### config.mk
export PLATFORM = sky130hd
export DESIGN_NAME = regfile_writeback_arbiter_flat
export DESIGN_NICKNAME = d
export VERILOG_FILES = /design/src/rtl/regfile_writeback_arbiter_if.sv /design/src/rtl/regfile_writeback_arbiter.sv /design/src/flat_wrapper.sv
export SDC_FILE = /design/constraint.sdc
export NUM_CORES = 1
export LEC_CHECK = 0
export ABC_CLOCK_PERIOD_IN_PS = 3400
export CAP_MARGIN = 5
export CORE_MARGIN = 2
export CORE_UTILIZATION = 50
export CTS_CLUSTER_SIZE = 20
export DETAILED_ROUTE_END_ITERATION = 8
export GPL_ROUTABILITY_DRIVEN = 0
export PLACE_DENSITY = 0.75
export SETUP_SLACK_MARGIN = 0.5
export SYNTH_ARGS = -nofsm -noshare
export SYNTH_HDL_FRONTEND = slang
export SYNTH_SLANG_ARGS = --single-unit
### constraint.sdc
create_clock -name clk -period 3.4 [get_ports clk]
set_input_delay 0.68 -clock clk [delete_from_list [all_inputs] [get_ports clk]]
set_output_delay 0.68 -clock clk [all_outputs]
set_load 0.01 [all_outputs]
### src/rtl/regfile_writeback_arbiter_if.sv
// Write-back arbiter bus bundle.
// Groups the main-pipeline write request, the long-latency result handshake,
// the issue/scoreboard signals and the registered register-file write port.
//   master : producer side (pipeline, long-latency unit, decode issue) and
//            consumer of lu_ready, busy and the register-file write port
//   slave  : the arbiter itself
interface regfile_writeback_arbiter_if #(
  parameter int AW = 5,
  parameter int DW = 32
);
  logic          pipe_we;
  logic [AW-1:0] pipe_addr;
  logic [DW-1:0] pipe_data;
  logic          lu_valid;
  logic [AW-1:0] lu_addr;
  logic [DW-1:0] lu_data;
  logic          lu_ready;
  logic          issue_en;
  logic [AW-1:0] issue_addr;
  logic [31:0]   busy;
  logic          WriteEn;
  logic [AW-1:0] WriteAddr;
  logic [DW-1:0] WriteData;

  modport master (
    output pipe_we, pipe_addr, pipe_data,
    output lu_valid, lu_addr, lu_data,
    output issue_en, issue_addr,
    input  lu_ready, busy,
    input  WriteEn, WriteAddr, WriteData
  );

  modport slave (
    input  pipe_we, pipe_addr, pipe_data,
    input  lu_valid, lu_addr, lu_data,
    input  issue_en, issue_addr,
    output lu_ready, busy,
    output WriteEn, WriteAddr, WriteData
  );
endinterface

### src/rtl/regfile_writeback_arbiter.sv
// Register-file write-back arbiter.
// Merges single-cycle pipeline results (highest priority) and long-latency
// results (buffered in a DEPTH-entry FIFO) onto the register file's single
// write port, and keeps a pending-register scoreboard for decode stalls.
// Ports:
//   clk  : clock, all state updates on the rising edge
//   rst  : asynchronous active-high reset
//   bus  : slave side of regfile_writeback_arbiter_if
//          in : pipe_we/pipe_addr/pipe_data, lu_valid/lu_addr/lu_data,
//               issue_en/issue_addr
//          out: lu_ready, busy[31:0], WriteEn/WriteAddr/WriteData (registered)
module regfile_writeback_arbiter #(
  parameter int DEPTH = 4,
  parameter int AW    = 5,
  parameter int DW    = 32
) (
  input  logic                        clk,
  input  logic                        rst,
  regfile_writeback_arbiter_if.slave  bus
);
  localparam int PW = $clog2(DEPTH);
  typedef logic [PW-1:0] ptr_t;
  typedef logic [PW:0]   cnt_t;

  logic [AW-1:0] fifoAddr [DEPTH];
  logic [DW-1:0] fifoData [DEPTH];
  ptr_t          rdPtr;
  ptr_t          wrPtr;
  cnt_t          count;

  logic          pipeReq;
  logic          luAccept;
  logic          push;
  logic          pop;
  logic [31:0]   setMask;
  logic [31:0]   clrMask;

  // Ready comes from the registered count only, so a pop in the same cycle
  // never opens a slot for a push while full.
  assign bus.lu_ready = (count != cnt_t'(DEPTH));

  // Writes to register 0 are no-ops: a pipeline write to r0 frees the slot
  // for the FIFO, and a long-latency result for r0 is accepted and dropped.
  assign pipeReq  = bus.pipe_we && (bus.pipe_addr != '0);
  assign luAccept = bus.lu_valid && bus.lu_ready;
  assign push     = luAccept && (bus.lu_addr != '0);
  assign pop      = !pipeReq && (count != '0);

  always_comb begin
    setMask = '0;
    clrMask = '0;
    if (bus.issue_en && (bus.issue_addr != '0)) begin
      setMask[bus.issue_addr] = 1'b1;
    end
    if (pop) begin
      clrMask[fifoAddr[rdPtr]] = 1'b1;
    end
  end

  // FIFO control and scoreboard
  always_ff @(posedge clk or posedge rst) begin
    if (rst) begin
      rdPtr    <= '0;
      wrPtr    <= '0;
      count    <= '0;
      bus.busy <= '0;
    end else begin
      if (push) begin
        wrPtr <= wrPtr + ptr_t'(1);
      end
      if (pop) begin
        rdPtr <= rdPtr + ptr_t'(1);
      end
      case ({push, pop})
        2'b10:   count <= count + cnt_t'(1);
        2'b01:   count <= count - cnt_t'(1);
        default: count <= count;
      endcase
      bus.busy <= (bus.busy | setMask) & ~clrMask & ~32'd1;
    end
  end

  // FIFO storage: data only, validity is tracked by the pointers and count
  always_ff @(posedge clk) begin
    if (push) begin
      fifoAddr[wrPtr] <= bus.lu_addr;
      fifoData[wrPtr] <= bus.lu_data;
    end
  end

  // Write-port register stage
  always_ff @(posedge clk or posedge rst) begin
    if (rst) begin
      bus.WriteEn   <= 1'b0;
      bus.WriteAddr <= '0;
      bus.WriteData <= '0;
    end else if (pipeReq) begin
      bus.WriteEn   <= 1'b1;
      bus.WriteAddr <= bus.pipe_addr;
      bus.WriteData <= bus.pipe_data;
    end else if (pop) begin
      bus.WriteEn   <= 1'b1;
      bus.WriteAddr <= fifoAddr[rdPtr];
      bus.WriteData <= fifoData[rdPtr];
    end else begin
      bus.WriteEn   <= 1'b0;
    end
  end
endmodule

### src/flat_wrapper.sv
// flat-port wrapper written by rule: the top's interface ports become plain ports
module regfile_writeback_arbiter_flat 
#(
  parameter int DEPTH = 4,
  parameter int AW    = 5,
  parameter int DW    = 32
)
  (clk, rst, bus_pipe_we, bus_pipe_addr, bus_pipe_data, bus_lu_valid, bus_lu_addr, bus_lu_data, bus_issue_en, bus_issue_addr, bus_lu_ready, bus_busy, bus_WriteEn, bus_WriteAddr, bus_WriteData);
  regfile_writeback_arbiter_if #(.AW(AW), .DW(DW)) bus_i ();
  input  logic clk;
  input  logic rst;
  input wire logic [$bits(bus_i.pipe_we)-1:0] bus_pipe_we;
  input wire logic [$bits(bus_i.pipe_addr)-1:0] bus_pipe_addr;
  input wire logic [$bits(bus_i.pipe_data)-1:0] bus_pipe_data;
  input wire logic [$bits(bus_i.lu_valid)-1:0] bus_lu_valid;
  input wire logic [$bits(bus_i.lu_addr)-1:0] bus_lu_addr;
  input wire logic [$bits(bus_i.lu_data)-1:0] bus_lu_data;
  input wire logic [$bits(bus_i.issue_en)-1:0] bus_issue_en;
  input wire logic [$bits(bus_i.issue_addr)-1:0] bus_issue_addr;
  output wire logic [$bits(bus_i.lu_ready)-1:0] bus_lu_ready;
  output wire logic [$bits(bus_i.busy)-1:0] bus_busy;
  output wire logic [$bits(bus_i.WriteEn)-1:0] bus_WriteEn;
  output wire logic [$bits(bus_i.WriteAddr)-1:0] bus_WriteAddr;
  output wire logic [$bits(bus_i.WriteData)-1:0] bus_WriteData;
  assign bus_i.pipe_we = bus_pipe_we;
  assign bus_i.pipe_addr = bus_pipe_addr;
  assign bus_i.pipe_data = bus_pipe_data;
  assign bus_i.lu_valid = bus_lu_valid;
  assign bus_i.lu_addr = bus_lu_addr;
  assign bus_i.lu_data = bus_lu_data;
  assign bus_i.issue_en = bus_issue_en;
  assign bus_i.issue_addr = bus_issue_addr;
  assign bus_lu_ready = bus_i.lu_ready;
  assign bus_busy = bus_i.busy;
  assign bus_WriteEn = bus_i.WriteEn;
  assign bus_WriteAddr = bus_i.WriteAddr;
  assign bus_WriteData = bus_i.WriteData;
  regfile_writeback_arbiter #(.DEPTH(DEPTH), .AW(AW), .DW(DW)) u_core (.clk(clk), .rst(rst), .bus(bus_i));
endmodule
==> results.md <==
* Post-synthesis cell type count at 40
* Combinational family with the most area after synthesis: multiplexers
* Least-Margin Pin Slew at around 1.1 ns
* Outcome: finished, final reports clean
* Count of flip-flops with a built-in enable after synthesis at 148
* Endpoints failing hold at 0
* Final-stage net count at 743
* Aggregate routed wire length at between 15000 and 20000 um
* Tightest hold margin at 0.453 ns
* Ys Warns at 0
* Fraction of the mapped netlist area in adder cells at less than 1%
* Power after layout at 9980 uW
* Cell at the root of the clock tree: sky130_fd_sc_hd__clkbuf_16
* Detailed placement HPWL at about 12000 um
* Total of max-cap violations at 0
* TritonCTS clock tree: yes
* Via count of the first global-routing pass at ~5500
* Worst setup SP type: primary input
* Crit path max-delay cell type: sky130_fd_sc_hd__or4_1
* Fraction of power consumed by sequential logic at 41.6%
* Final setup violation count at 0
* Number of nets still failing antenna checks after routing at 0
* Floorplan row count at 49
* Async set or reset register ratio after synthesis at around 34%
* Top library cells by usage in the layout, fill and taps aside: sky130_fd_sc_hd__clkdlybuf4s50_1, sky130_fd_sc_hd__edfxtp_1, sky130_fd_sc_hd__dfrtp_1, sky130_fd_sc_hd__mux2_2, sky130_fd_sc_hd__mux4_2
* Initial antenna violation count at 1
* Height of the die at ~140 um
* Leakage power total at 0.00419 uW
* Max-Slew Margin vs Limit at between 20% and 30%
* I/O pin cnt at roughly 160
* Worst clock skew on the final layout at between 0.009 and 0.01 ns
* Final standard cell area without fillers at roughly 0.012 mm2
* Cell area after placement at 0.0108 mm2
* Mapped cell area at 0.00910 mm2
* Initial Util at between 50% and 60%
* Main area contributors after synthesis: sky130_fd_sc_hd__edfxtp_1, sky130_fd_sc_hd__dfrtp_1, sky130_fd_sc_hd__mux4_2
* Most frequent standard cell in the layout excluding fill and tap cells: sky130_fd_sc_hd__clkdlybuf4s50_1
* Finished Core Util at 64.3%
* Share of total power in combinational logic at about 36%
* GR Util All Layers at 19.8%
* Simple-gate share of the synthesized area at approximately 3.0%
* Max Fanout on Critical Path at 7
* Clock transition time at the flip-flop clock pins of the worst setup and hold paths at 0.06 ns
* Unrepaired setup endpoints after global routing: false
* Number of remaining DRC errors at 0
* Reported net switching power at around 3000 uW
* Net count after synthesis at 585
* Crit path cell chain: clkdlybuf4s50_1 -> or4_1 -> o211a_1 -> inv_1 -> ha_1 -> inv_1 -> fa_1 -> xor2_1 -> nor2_1 -> xor2_1
* Post-CTS setup buffers at 0
* Power per cell area at a little under 900 mW/mm2
* Worst IR drop on VDD at roughly 0.00054 V
* Syn avg cell area at around 18 um2
* TritonRoute pass-1 iters at 4
* Clock buffer depth at 3
* Period utilization at 79.1%
* # port buffers at approximately 150
* Cts-stage hold buffer count at 0
* Total Neg Setup Slack at 0 ns
* Cell taking the most area after synthesis: sky130_fd_sc_hd__edfxtp_1
* Category of the critical setup timing path: in -> reg
* Internal power contribution at 7000 uW
* Maximum number of pins on one net before global-route repair at 38
* Post-synth top area share at between 40% and 50%
* Global-route wire length before repair at 29700 um
* Total of cells resized after clock tree synthesis at 0
* Via density per instance at approximately 5.6
* Fraction of layout instances using a drive strength above 1 at 23.4%
* FILL cells at about 1300
* Total CTS buffers at 23
* Critical Path Sink Type: flip-flop
* Part of the Yosys area used for sequential elements at 69.7%
* Final worst path period need at approximately 2.7 ns
* Synthesized instance count at between 400 and 500
* Area of the core at about 0.018 mm2
* Clock H-tree levels at 1
* Net switching fraction of the power at between 20 and 30%
* Max Clock Freq at 0.372 GHz
* Fraction of the mapped netlist area in compound gates at ~5.1%
* Clock Latency Late Sink at 0.50 ns
* Overflow after GRT at 0
* Data arrival time of the critical path at roughly 3.1 ns
* Clock share of power at 22.9%
* Number of clock sinks seen by CTS at 224
* Overall die width at 139 um
* Flip-flop and latch count after synthesis at 224
* Number of max-slew violations in the final report at 0
* Hold/Removal Path Class: in -> async
* Maximum cell stage delay along the critical path at roughly 0.55 ns
* Via count of the routed design at ~5100
* Routed len/inst at 20.8 um
* DRC marker count from the first detailed-route iteration at 300
* Area enclosed by the die boundary at between 0.015 and 0.02 mm2
* Xor-xnor portion of the synthesized cell area at less than 1%
* Top flip-flop cell by instance count after synthesis: sky130_fd_sc_hd__edfxtp_1
* Area growth syn-to-layout at 26.5%
* Share of cell area taken by muxes after synthesis at 18.5%
* Endpoint required time on the critical path at between 3 and 4 ns
[layout make-up]
cell class              instances  area [um2]  area share [%]
clock buffers                  26         587            5.10
clock inverters                14        92.6           0.804
inverters                       7        27.5           0.239
multi-input cells             237        2560            22.3
well taps                     229         287            2.49
flip-flops and latches        224        6350            55.1
repair buffers                160        1610            14.0
diodes                          1        2.50          0.0217
[power by group through the flow]
stage / registers (uW) / logic (uW) / clock network (uW)
6_report: 4150 / 3540 / 2290
5_1_grt: 4250 / 3820 / 2430
4_1_cts: 4160 / 3590 / 2330
3_5_place_dp: 4210 / 3580 / 0
3_3_place_gp: 4160 / 3490 / 0
2_1_floorplan: 4240 / 2070 / 0
[cells by family (layout without fill, tap and decap cells)]
kind of cell	after synthesis	in the layout
other	1	2
DFF	224	224
buffers and inverters	34	207
AOI/OAI and AO/OA	74	74
and+or+nand+nor	39	39
muxes	111	111
xor gates and xnor gates	6	6
adders and majority gates	6	6
[routing by layer]
layer  vias to the layer above  track usage, %  share of wire, %
li1                       2288               -                 -
met1                      2548            24.5                40
met2                       188            34.3                50
met3                        28            5.25               7.3
met4                         2            6.01               2.5
met5                         -               0             0.069
[critical path, delay by kind of cell]
family	cells	cell delay [ns]
buffers and inverters	3	0.63
AO/OA/AOI/OAI	1	0.30
XOR/XNOR	2	0.30
AND/OR/NAND/NOR	2	0.67
adder cells (fa/ha/maj)	2	0.54
[final timing paths]
check | start | endpoint | slack [ns] | cells past startpoint
setup / recovery | bus_lu_addr[3] | u_core.count[2] | 0.71 | 10
hold / removal | rst | u_core.bus.busy[20] | 0.45 | 2
setup reg to reg | u_core.rdPtr[0] | u_core.bus.busy[22] | 1.04 | 4
hold reg to reg | u_core.count[2] | u_core.count[2] | 0.50 | 1
max in group asynchronous | rst | u_core.rdPtr[1] | 2.22 | 3
min in group clk | u_core.count[2] | u_core.count[2] | 0.50 | 1
[synth_stat cells, drive strengths merged, types with 5 or more instances]
library cell  count
nor3b             7
mux2i             8
nand2             6
a21oi            31
dfrtp            76
and3b             8
a31oi            31
o21ai             6
inv               7
buf              22
edfxtp          148
clkbuf            5
ha                5
mux4             37
mux2             66
[state kept, by name, indices dropped and copies added (netlist names)]
| register | count |
|---|---|
| u_core.bus.WriteData | 32 |
| u_core.fifoData | 128 |
| u_core.bus.WriteAddr | 5 |
| u_core.fifoAddr | 20 |
| u_core.rdPtr | 2 |
| u_core.count | 3 |
| u_core.wrPtr | 2 |
| u_core.bus.WriteEn | 1 |
| u_core.bus.busy | 31 |
[through the flow]
| stage | instances | setup slack [ns] |
|---|---|---|
| after floorplan | 495 | 0.782 |
| after global placement | 857 | 0.256 |
| after detailed placement | 857 | 0.224 |
| after CTS | 897 | 0.732 |
| after global routing | 897 | 0.566 |
| final | 898 | 0.709 |
Power figures use the tool's default switching activity.
